===== src/rtl/digit_serial_adder_pkg.sv =====
// Shared definitions for the digit-serial adder: FSM state encoding and counter sizing helper.
package digit_serial_adder_pkg;

    typedef enum logic [1:0] {
        S_IDLE = 2'd0,
        S_RUN  = 2'd1,
        S_DONE = 2'd2
    } state_t;

    // Bits needed to count n values, never less than one so the counter always exists.
    function automatic int unsigned clog2(input int unsigned n);
        int unsigned r;
        r = 0;
        for (int unsigned i = 0; i < 32; i++) begin
            if ((64'd1 << i) < 64'(n)) begin
                r = i + 1;
            end
        end
        return (r == 0) ? 1 : r;
    endfunction

endpackage


===== src/rtl/digit_serial_adder_chunk_add.sv =====
// Combinational CHUNK-bit ripple slice: s = x + y + cin, carry out of the top bit on cout.
module chunk_add #(
    parameter int unsigned CHUNK = 2
) (
    input  logic [CHUNK-1:0] x,
    input  logic [CHUNK-1:0] y,
    input  logic             cin,
    output logic [CHUNK-1:0] s,
    output logic             cout
);

    localparam int unsigned SW = CHUNK + 1;

    assign {cout, s} = SW'(x) + SW'(y) + SW'(cin);

endmodule


===== src/rtl/digit_serial_adder.sv =====
// Multi-cycle adder/subtractor: adds CHUNK bits per clock, LSB chunk first, with a registered ripple carry.
module digit_serial_adder
    import digit_serial_adder_pkg::*;
#(
    parameter int unsigned WIDTH = 8,
    parameter int unsigned CHUNK = 2
) (
    input  logic             clk,
    input  logic             rst,
    input  logic             in_valid,
    output logic             in_ready,
    input  logic [WIDTH-1:0] a,
    input  logic [WIDTH-1:0] b,
    input  logic             sub,
    output logic             out_valid,
    input  logic             out_ready,
    output logic [WIDTH-1:0] sum,
    output logic             cy,
    output logic             ovf
);

    localparam int unsigned NCHUNK = WIDTH / CHUNK;
    localparam int unsigned CW     = clog2(NCHUNK);

    generate
        if (CHUNK < 1 || CHUNK > WIDTH || (WIDTH % CHUNK) != 0) begin : g_bad_param
            $error("digit_serial_adder: CHUNK must divide WIDTH and lie in 1..WIDTH");
        end
    endgenerate

    state_t                        state;
    logic [NCHUNK-1:0][CHUNK-1:0]  a_q;
    logic [NCHUNK-1:0][CHUNK-1:0]  b_q;
    logic [NCHUNK-1:0][CHUNK-1:0]  sum_q;
    logic                          carry_q;
    logic [CW-1:0]                 cnt_q;

    logic [CHUNK-1:0]              a_c;
    logic [CHUNK-1:0]              b_c;
    logic [CHUNK-1:0]              s_c;
    logic                          cout_c;
    logic                          last_c;
    logic                          a_msb_c;
    logic                          b_msb_c;

    // Select the operand chunk addressed by the counter.
    always_comb begin
        a_c = '0;
        b_c = '0;
        for (int unsigned j = 0; j < NCHUNK; j++) begin
            if (cnt_q == CW'(j)) begin
                a_c = a_q[j];
                b_c = b_q[j];
            end
        end
    end

    assign last_c  = (cnt_q == CW'(NCHUNK - 1));
    assign a_msb_c = a_q[NCHUNK-1][CHUNK-1];
    assign b_msb_c = b_q[NCHUNK-1][CHUNK-1];
    assign sum     = sum_q;

    chunk_add #(
        .CHUNK (CHUNK)
    ) u_chunk_add (
        .x    (a_c),
        .y    (b_c),
        .cin  (carry_q),
        .s    (s_c),
        .cout (cout_c)
    );

    // Control FSM with registered handshake and result outputs.
    always_ff @(posedge clk) begin
        if (rst) begin
            state     <= S_IDLE;
            in_ready  <= 1'b1;
            out_valid <= 1'b0;
            sum_q     <= '0;
            cy        <= 1'b0;
            ovf       <= 1'b0;
            cnt_q     <= '0;
            carry_q   <= 1'b0;
            a_q       <= '0;
            b_q       <= '0;
        end else begin
            case (state)
                S_IDLE: begin
                    if (in_valid && in_ready) begin
                        // Subtraction is A + ~B + 1: invert B here, seed the carry with 1.
                        a_q      <= a;
                        b_q      <= sub ? ~b : b;
                        carry_q  <= sub;
                        cnt_q    <= '0;
                        in_ready <= 1'b0;
                        state    <= S_RUN;
                    end
                end
                S_RUN: begin
                    for (int unsigned j = 0; j < NCHUNK; j++) begin
                        if (cnt_q == CW'(j)) begin
                            sum_q[j] <= s_c;
                        end
                    end
                    carry_q <= cout_c;
                    cnt_q   <= cnt_q + CW'(1);
                    if (last_c) begin
                        cy        <= cout_c;
                        ovf       <= (a_msb_c == b_msb_c) && (s_c[CHUNK-1] != a_msb_c);
                        out_valid <= 1'b1;
                        state     <= S_DONE;
                    end
                end
                S_DONE: begin
                    if (out_ready) begin
                        out_valid <= 1'b0;
                        in_ready  <= 1'b1;
                        state     <= S_IDLE;
                    end
                end
                default: begin
                    out_valid <= 1'b0;
                    in_ready  <= 1'b1;
                    state     <= S_IDLE;
                end
            endcase
        end
    end

endmodule


===== config.mk =====
export PLATFORM = sky130hd
export DESIGN_NAME = digit_serial_adder
export DESIGN_NICKNAME = d
export VERILOG_FILES = /design/src/rtl/digit_serial_adder_pkg.sv /design/src/rtl/digit_serial_adder_chunk_add.sv /design/src/rtl/digit_serial_adder.sv
export SDC_FILE = /design/constraint.sdc
export NUM_CORES = 1
export LEC_CHECK = 0
export ABC_AREA = 1
export BUFFER_PORTS_ARGS = -buffer_cell sky130_fd_sc_hd__buf_2
export CORE_ASPECT_RATIO = 1.1
export CORE_MARGIN = 2
export CORE_UTILIZATION = 45
export CTS_CLUSTER_DIAMETER = 50
export DETAILED_ROUTE_END_ITERATION = 6
export GPL_TIMING_DRIVEN = 1
export PLACE_DENSITY = 0.68
export SYNTH_ARGS = -nofsm -noshare
export SYNTH_HDL_FRONTEND = slang
export SYNTH_SLANG_ARGS = --single-unit

===== constraint.sdc =====
create_clock -name clk -period 5.5 [get_ports clk]
set_clock_uncertainty 0.05 [all_clocks]
set_input_delay 1.65 -clock clk [delete_from_list [all_inputs] [get_ports clk]]
set_output_delay 1.65 -clock clk [all_outputs]
set_load 0.01 [all_outputs]

# After elaboration in Yosys (flattened, before gate mapping)
# Index checks and enable logic that the tools add are counted.
[word_totals] ff_bits=33 word_cells=72 inputBits=21 output_inout_bits=12
[classes] n_reduce_logical=14 bitwise=3 muxes=23 n_eq_ne=10 n_addsub=3
[op_table] cell="2-bit two-way mux" n=12
[op_table] cell="2-bit AND reduction" n=6
[op_table] cell="3-bit AND reduction" n=3
[op_table] cell="8-bit two-way mux" n=1
[op_table] cell="8-bit NOT" n=1
[op_table] cell="2-bit == test (second input constant)" n=3
[op_table] cell="2-bit inequality test (second input constant)" n=3
[op_table] cell="1-bit case mux with 3 select lines" n=2
[op_table] cell="2-bit case mux with 3 select lines" n=1
[op_table] cell="1-bit two-way mux" n=5
[op_table] cell="2-bit by 1-bit == test with 1-bit output (second input constant)" n=2
[op_table] cell="2-bit zero test" n=2
[op_table] cell="2-bit case mux with 2 select lines" n=1
[op_table] cell="2-bit by 2-bit adder with 3-bit output" n=1
[op_table] cell="3-bit by 1-bit adder with 3-bit output" n=1
[op_table] cell="2-bit by 1-bit adder with 2-bit output (second input constant)" n=1
[op_table] cell="1-bit logical AND" n=2
[op_table] cell="1-bit NOT" n=2
[op_table] cell="1-bit case mux with 2 select lines" n=1
[op_table] cell="2-bit nonzero test" n=1
[op_table] cell="1-bit == test" n=1
[op_table] cell="1-bit inequality test" n=1

# Depth between registers and ports, before layout
# Gate-level depths: netlist (run 1).
[logic_depth] ltp_word=9 ltp_mapped=14 depth_no_buf=14

# Cells and area by module
# A second synthesis (run 1) with hierarchy kept.
[hier_totals] cells_unflattened=219 hier_area_um2=1595.3
[by_module_without_submodules] module="digit_serial_adder" seq_area_each_um2=660.6 n_inst=1 cells_each=209 area_per_inst_um2=1525.2
[by_module_without_submodules] module="chunk_add" seq_area_each_um2=0.0 n_inst=1 cells_each=10 area_per_inst_um2=70.1

# Worst setup path before layout (run 1)
# Ideal clock, no wire load.
[synth_timing] path_kind="register -> register" from="register cnt_q[0]" to="register ovf" required_ns=5.333 n_path_buf=0 period_less_slack_ns=2.402 arrival_time_ns=2.235 setup_ns=0.117 stages_incl_launch_ff=14 setup_slack_ns=3.098 cell_sequence="dfxtp_1 inv_1 ha_1 inv_1 o21ai_0 a21o_1 nand2_1 fa_1 fa_1 nor2_1 nand2_1 o21ai_0 nor2_1 nor2_1"
[synth_via] elab_chain_len=9 elab_cells_between_ends=17 cone_classes="add/sub (2); eq/ne (4); mux (8); reduce/logical (3)"
[synth_lines] item="start: declaration" line="digit_serial_adder.sv:36" source="logic [CW-1:0] cnt_q;"
[synth_lines] item="start signal: assignment" line="digit_serial_adder.sv:106" source="cnt_q <= cnt_q + CW'(1);"
[synth_lines] item="2-bit zero test" line="digit_serial_adder.sv:51" source="if (cnt_q == CW'(j)) begin"
[synth_lines] item="2-bit two-way mux (4 in a row)" line="digit_serial_adder.sv:51"
[synth_lines] item="2-bit by 2-bit adder with 3-bit output *" line="digit_serial_adder_chunk_add.sv:14" source="assign {cout, s} = SW'(x) + SW'(y) + SW'(cin);"
[synth_lines] item="3-bit by 1-bit adder with 3-bit output *" line="digit_serial_adder_chunk_add.sv:14"
[synth_lines] item="named net s_c[1]" line="digit_serial_adder.sv:40" source="logic [CHUNK-1:0] s_c;"
[synth_lines] item="1-bit inequality test *" line="digit_serial_adder.sv:109" source="ovf <= (a_msb_c == b_msb_c) && (s_c[CHUNK-1] != a_msb_c);"
[synth_lines] item="1-bit logical AND *" line="digit_serial_adder.sv:109"
[synth_lines] item="end signal: assignment" line="digit_serial_adder.sv:109"
[synth_lines] item="end: declaration" line="digit_serial_adder.sv:19" source="output logic ovf"
# Mark *: on every way through the listed nets, which the timed path passes. The rest lies on a longest branch.
# A chain may end at the register's enable or synchronous reset.

# Worst setup path in the final report (run 1)
# Same ends and word-level chain as after synthesis.

==> results of run 1 <==
-- cell usage after synthesis (3+ instances only) --
| master | instances |
|---|---|
| a21oi_1 | 10 |
| a21oi_2 | 9 |
| dfxtp_1 | 33 |
| ha_1 | 4 |
| inv_1 | 13 |
| inv_2 | 3 |
| nand2_1 | 31 |
| nand2_2 | 11 |
| nand3_1 | 8 |
| nor2_1 | 42 |
| o21ai_0 | 25 |
| xor2_1 | 8 |
-- routing by layer --
metal,GRT usage [%],vias up
met5,0,-
met4,7.07,0
met3,6.02,2
met2,29.4,26
met1,23.1,655
li1,-,737
-- logic make-up after synthesis --
group | after synthesis
adders and majority gates | 6
DFF | 33
AOI/OAI and AO/OA | 46
xor gates and xnor gates | 8
and+or+nand+nor | 95
buffers and inverters | 22
-- cell type report --
cell class              instances  area [sq um]
inverters                      16          60.1
flip-flops and latches         33           661
clock inverters                 1          5.00
fillers                       360          1540
clock buffers                   7          65.1
multi-input cells             155           836
repair buffers                 32           160
well taps                      48          60.1
-- power breakdown --
part	switching (mW)	total [mW]	internal (mW)	leakage, nW
clock	0.0824	0.157	0.0741	0.0413
combinational	0.0677	0.110	0.0419	0.532
sequential	0.0126	0.269	0.257	0.270
-- worst max-delay path, cell delays in order (launching register included) --
cell,delay (ps)
dfxtp_1,410
ha_1,370
inv_2,120
o21ai_0,90
a21o_1,100
nand2_1,60
fa_1,410
fa_1,630
nor2_1,80
nand2_1,50
o21ai_0,80
nor2_1,90
nor2_1,40
-- worst max path at each step --
| stage | from | to | slack, ps | depth (start not counted) |
|---|---|---|---|---|
| 2_1_floorplan | cnt_q[0] | ovf | 3100 | 13 |
| 3_3_place_gp | in_valid | b_msb_c | 2660 | 7 |
| 3_5_place_dp | in_valid | b_q[2] | 2630 | 7 |
| 4_1_cts | cnt_q[1] | ovf | 2810 | 12 |
| 5_1_grt | cnt_q[0] | ovf | 2630 | 12 |
| 6_report | cnt_q[0] | ovf | 2830 | 12 |
-- sequential cells by signal, summed over array words and instances (netlist names) --
| name | flops |
|---|---|
| ovf | 1 |
| cy | 1 |
| b_msb_c | 1 |
| b_q | 7 |
| cnt_q | 2 |
| state | 2 |
| sum | 8 |
| carry_q | 1 |
| a_q | 7 |
| a_msb_c | 1 |
| in_ready | 1 |
| out_valid | 1 |
-- stage by stage --
stage	util [%]	cell area, sq um
after floorplan	-	1610
final	54.5	1850
after global routing	54.5	1850
after global placement	52.5	1780
after CTS	54.5	1850
after detailed placement	52.5	1780
==> flow_summary.ini, run 1 <==
[yosys]
synth_mux_area_share_pct = 0
synth_nets = 237
ys_types = 22
netlist_area_sq_um = 1610
synth_top_family_by_area = simple AND/OR/NAND/NOR gates
synth_cells = 210
synth-seq-cells = 33
synth_edf_count = 0
synthSimpleGateAreaFrac_pct = 25.2
synth_warnings = 0
yosysTopAreaCell = dfxtp_1
postSynth.asyncResetShare_pct = 0
syn_area_per_cell_sq_um = 7.69
synthFlopType = dfxtp_1
synth-compound-area-share_pct = 16.7
synthAdderAreaFrac_pct = 5.58
yosys.area.top_type_share_pct = 40.9
ys_top_cells_by_area = dfxtp_1, nor2_1, o21ai_0, nand2_1, a21oi_2
yosysSeqAreaShare_pct = 40.9
synthXorXnorAreaFrac_pct = 4.34

[die]
dieArea_sq_um = 4080
core_sq_um = 3390
pin_count = 33
die_h_um = 66.8
fp-row-count = 22
start_util_pct = 47.7
die_w_um = 61.1

[route]
via_per_inst = 4.86
drt_iter0_markers = 36
wl_met2_um = 1470
highest_layer = met4
wirelength_um = 3230
vias = 1420
wire_per_inst_um = 11.1
wl_met3_um = 132
wl_met1_um = 1590
first_pass_iters = 4
drcViolationCount = 0
drtAntennaViolNets = 0

[sta]
hold_viol_final = 0
tightest_slew_ps = 474
fin_crit_ps = 2670
finalMaxSlewViolations = 0
hold_slack_ps = 415
worst_slack_ps = 2830
fin_crit_sh_pct = 48.6
rsz0062_at_grt = false
fmax_mhz = 374
slew_headroom_pct = 68.3
timing.setup.tns_ps = 0
setup_viol = 0

[clock_tree]
root_buffer = clkbuf_4
clk_latency_ps = 330
cts_max_level = 2
cts_resized = 0
clock-sinks = 33
cts_tree = built
holdBufCountCts = 0
post_cts_buffers = 0
clk_pin_slew_ps = 110
cts_buffers = 5
cts.path.max_buffers = 2

[grt]
grt_pass1_vias = 1347
grt_pass1_wl_um = 5640
grt_usage_pct = 18.6
grt-ovfl-total = 0
grt_max_degree = 21
antenna_found_initial = 0

[job]
maxCapViolCount = 0

[placement]
hpwlAfterDp_um = 2310
pre_cts_ws_ps = 2630
dp.cells = 284
io_buffer_count = 32
gp_congestion = 0.816

[power]
p_per_area_nw_per_um2 = 290
leakagePower_nw = 0.843
total_power_mw = 0.536
ir_drop_mv = 0.166

[worst_hold_path]
hold_path.class = flip-flop to flip-flop
hold-path-endpoint = cy
min_path_cells = 2
hold_path.startpoint = cy

[setup_path]
critPathKind = flip-flop to flip-flop
critPathArrivalTime_ps = 2860
r2r_slack_ps = 2830
ff2ff_path_depth = 12
cp_max_fo = 7
cp-end-kind = flip-flop
r2r-end = ovf
cp.required_ps = 5690
reg2reg_from = cnt_q[0]
start_kind = flip-flop

[finish]
antennaDiodeCount = 0
layout_commonest_cell = nor2_1
instances_no_fill = 292
syn2layout_area_growth_pct = 14.4
mostFrequentLayoutCells = nor2_1, dfxtp_1, buf_2
nNetsFinal = 270
drive_gt1_share_pct = 26.6

[status]
outcome = finished, final reports clean
Power figures use the tool's default switching activity.
==> run 2, diff against run 1 <==
--- a/config.mk
+++ b/config.mk
@@ -5,7 +5,7 @@
 export SDC_FILE = /design/constraint.sdc
 export NUM_CORES = 1
 export LEC_CHECK = 0
-export ABC_AREA = 1
+export ABC_AREA = 0
 export BUFFER_PORTS_ARGS = -buffer_cell sky130_fd_sc_hd__buf_2
 export CORE_ASPECT_RATIO = 1.1
 export CORE_MARGIN = 2
==> constraint.sdc (replaced) <==
create_clock -name clk -period 2.7 [get_ports clk]
set_clock_uncertainty 0.05 [all_clocks]
set_input_delay 0.81 -clock clk [delete_from_list [all_inputs] [get_ports clk]]
set_output_delay 0.81 -clock clk [all_outputs]
set_load 0.01 [all_outputs]
==> flow_summary.ini, run 2 <==
[status]
outcome = finished, final reports clean

[grt]
grt_pass1_vias = 1204
grt_max_degree = 34
antenna_found_initial = 0
grt_pass1_wl_um = 5490
grt_usage_pct = 18.5
grt-ovfl-total = 0

[setup_path]
cp-end-kind = flip-flop
cp.required_ps = 2920
cp_max_fo = 6
critical_path.slowest_cell = fa_2
cpMostUsedCell = a21oi_1
crit_chain = inv_1 > ha_2 > a21oi_1 > o21ai_0 > a22o_1 > fa_1 > fa_2 > a21oi_1 > a211oi_2
critical_path_buf_inv_count = 1
critPathArrivalTime_ps = 2770
cp_top_family = adder cells
start_kind = flip-flop
critPathKind = flip-flop to flip-flop
cpPeakStageDelay_ps = 610

[die]
core_sq_um = 3390
start_util_pct = 47.7
dieArea_sq_um = 4090
die_w_um = 61.1
die_h_um = 66.8
fp-row-count = 22
pin_count = 33

[clock_tree]
post_cts_buffers = 0
clock-sinks = 33
clk_latency_ps = 340
clk_pin_slew_ps = 110
cts_tree = built
cts_buffers = 5
cts_max_level = 2
cts.path.max_buffers = 2
holdBufCountCts = 0
root_buffer = clkbuf_4

[route]
drt_iter0_markers = 38
drcViolationCount = 0
first_pass_iters = 4
drtAntennaViolNets = 0
vias = 1337
wire_per_inst_um = 12.2
via_per_inst = 5.08
wirelength_um = 3200

[sta]
hold_slack_ps = 407
tightest_slew_ps = 670
finalMaxSlewViolations = 0
fin_crit_sh_pct = 94.3
slew_headroom_pct = 55.4
hold_viol_final = 0
timing.setup.tns_ps = 0
rsz0062_at_grt = false
setup_viol = 0
fin_crit_ps = 2540
fmax_mhz = 393

[finish]
final_core_util_pct = 54.9
largest_reg_flops = 8
fill_cells = 346
design_area_sq_um = 1860
layout_commonest_cell = buf_2
nNetsFinal = 241
syn2layout_area_growth_pct = 15.0
mostFrequentLayoutCells = buf_2, dfxtp_1, a21oi_1
drive_gt1_share_pct = 28.4
antennaDiodeCount = 0

[yosys]
synthMostInstantiatedCell = dfxtp_1
yosysTopAreaCell = dfxtp_1
postSynth.asyncResetShare_pct = 0
yosys.area.top_type_share_pct = 40.9
yosysSeqAreaShare_pct = 40.9
synth_edf_count = 0
ys_top_cells_by_area = dfxtp_1, a21oi_1, a211oi_2, nand2_1, nor2_1
synth_nets = 212
netlist_area_sq_um = 1620
synth-seq-cells = 33
synthFlopType = dfxtp_1
synth_cells = 185
ys_types = 30
ys_top_cells_by_count = dfxtp_1, a21oi_1, nand2_1, nor2_1, a211oi_2
synth_warnings = 0
syn_area_per_cell_sq_um = 8.73

[worst_hold_path]
hold_path.class = flip-flop to flip-flop

[power]
leakagePower_nw = 0.744
total_power_mw = 0.995
ir_drop_mv = 0.289
p_per_area_nw_per_um2 = 535

[placement]
io_buffer_count = 32
gp_congestion = 0.834
placed_area_sq_um = 1780
hpwlAfterDp_um = 2320

[job]
maxCapViolCount = 0
run 2: cell count changes in the layout (fill, tap and decap cells not counted), moves of 9 or more:
| cell | delta |
|---|---|
| a211oi_2 | +9 |
| a21oi_1 | +19 |
| a21oi_2 | -9 |
| nand2_2 | -11 |
| nor2_1 | -27 |
| o21ai_0 | -20 |
run 2: where the power goes:
group          total (mW)  switching, mW  internal [mW]
logic               0.191          0.107         0.0841
clock network       0.265          0.166         0.0991
registers           0.539         0.0226          0.516
total               0.995          0.296          0.699
run 2: per-layer routing:
layer | wire length [um] | up-vias | share of wire (%) | GRT usage (%)
met2 | 1510 | 23 | 47 | 27.9
li1 | - | 687 | - | -
met1 | 1480 | 621 | 46 | 24.5
met4 | 41 | 0 | 1.3 | 6.52
met5 | 0 | - | 0 | 0
met3 | 165 | 6 | 5.2 | 5.83
run 2: layout make-up:
type	instances	area, sq um	area share (%)
inverters	7	26.3	1.41
clock buffers	6	41.3	2.22
well taps	48	60.1	3.23
flip-flops and latches	33	666	35.8
clock inverters	2	10.0	0.539
repair buffers	36	190	10.2
multi-input cells	131	865	46.5
run 2: worst reg2reg max path, stage by stage (launching register included):
cell,delay (ps)
dfxtp_4,380
inv_1,60
ha_2,200
a21oi_1,150
o21ai_0,110
a22o_1,200
fa_1,430
fa_2,610
a21oi_1,90
a211oi_2,200
run 2: metrics by stage:
stage               worst slack [ps]  std cells
floorplan                        161        185
global placement                 116        255
detailed placement              24.9        255
CTS                             9.59        263
global route                    5.55        263
finish                           155        263
run 2: path summary, 6_finish.rpt:
kind	from	endpoint	slack, ps	cells after the start
max	cnt_q[1]	ovf	160	9
max reg2reg	cnt_q[1]	ovf	160	9
min	a_q[5]	a_q[5]	410	2
min reg2reg	a_q[5]	a_q[5]	410	2
run 2: kinds of logic after synthesis:
kind of cell	Yosys count	share of synthesized area, %
buf+inv	21	6.82
xor+xnor	8	4.34
fa+ha+maj	6	5.58
mux	4	2.48
simple gates	63	18.7
flops	33	40.9
compound gates	50	21.2
run 2: timing repair:
action                     in CTS  in global routing
pin swaps                       0                  1
gates cloned                    0                  0
resized for setup               1                  7
setup endpoints to repair       1                  3
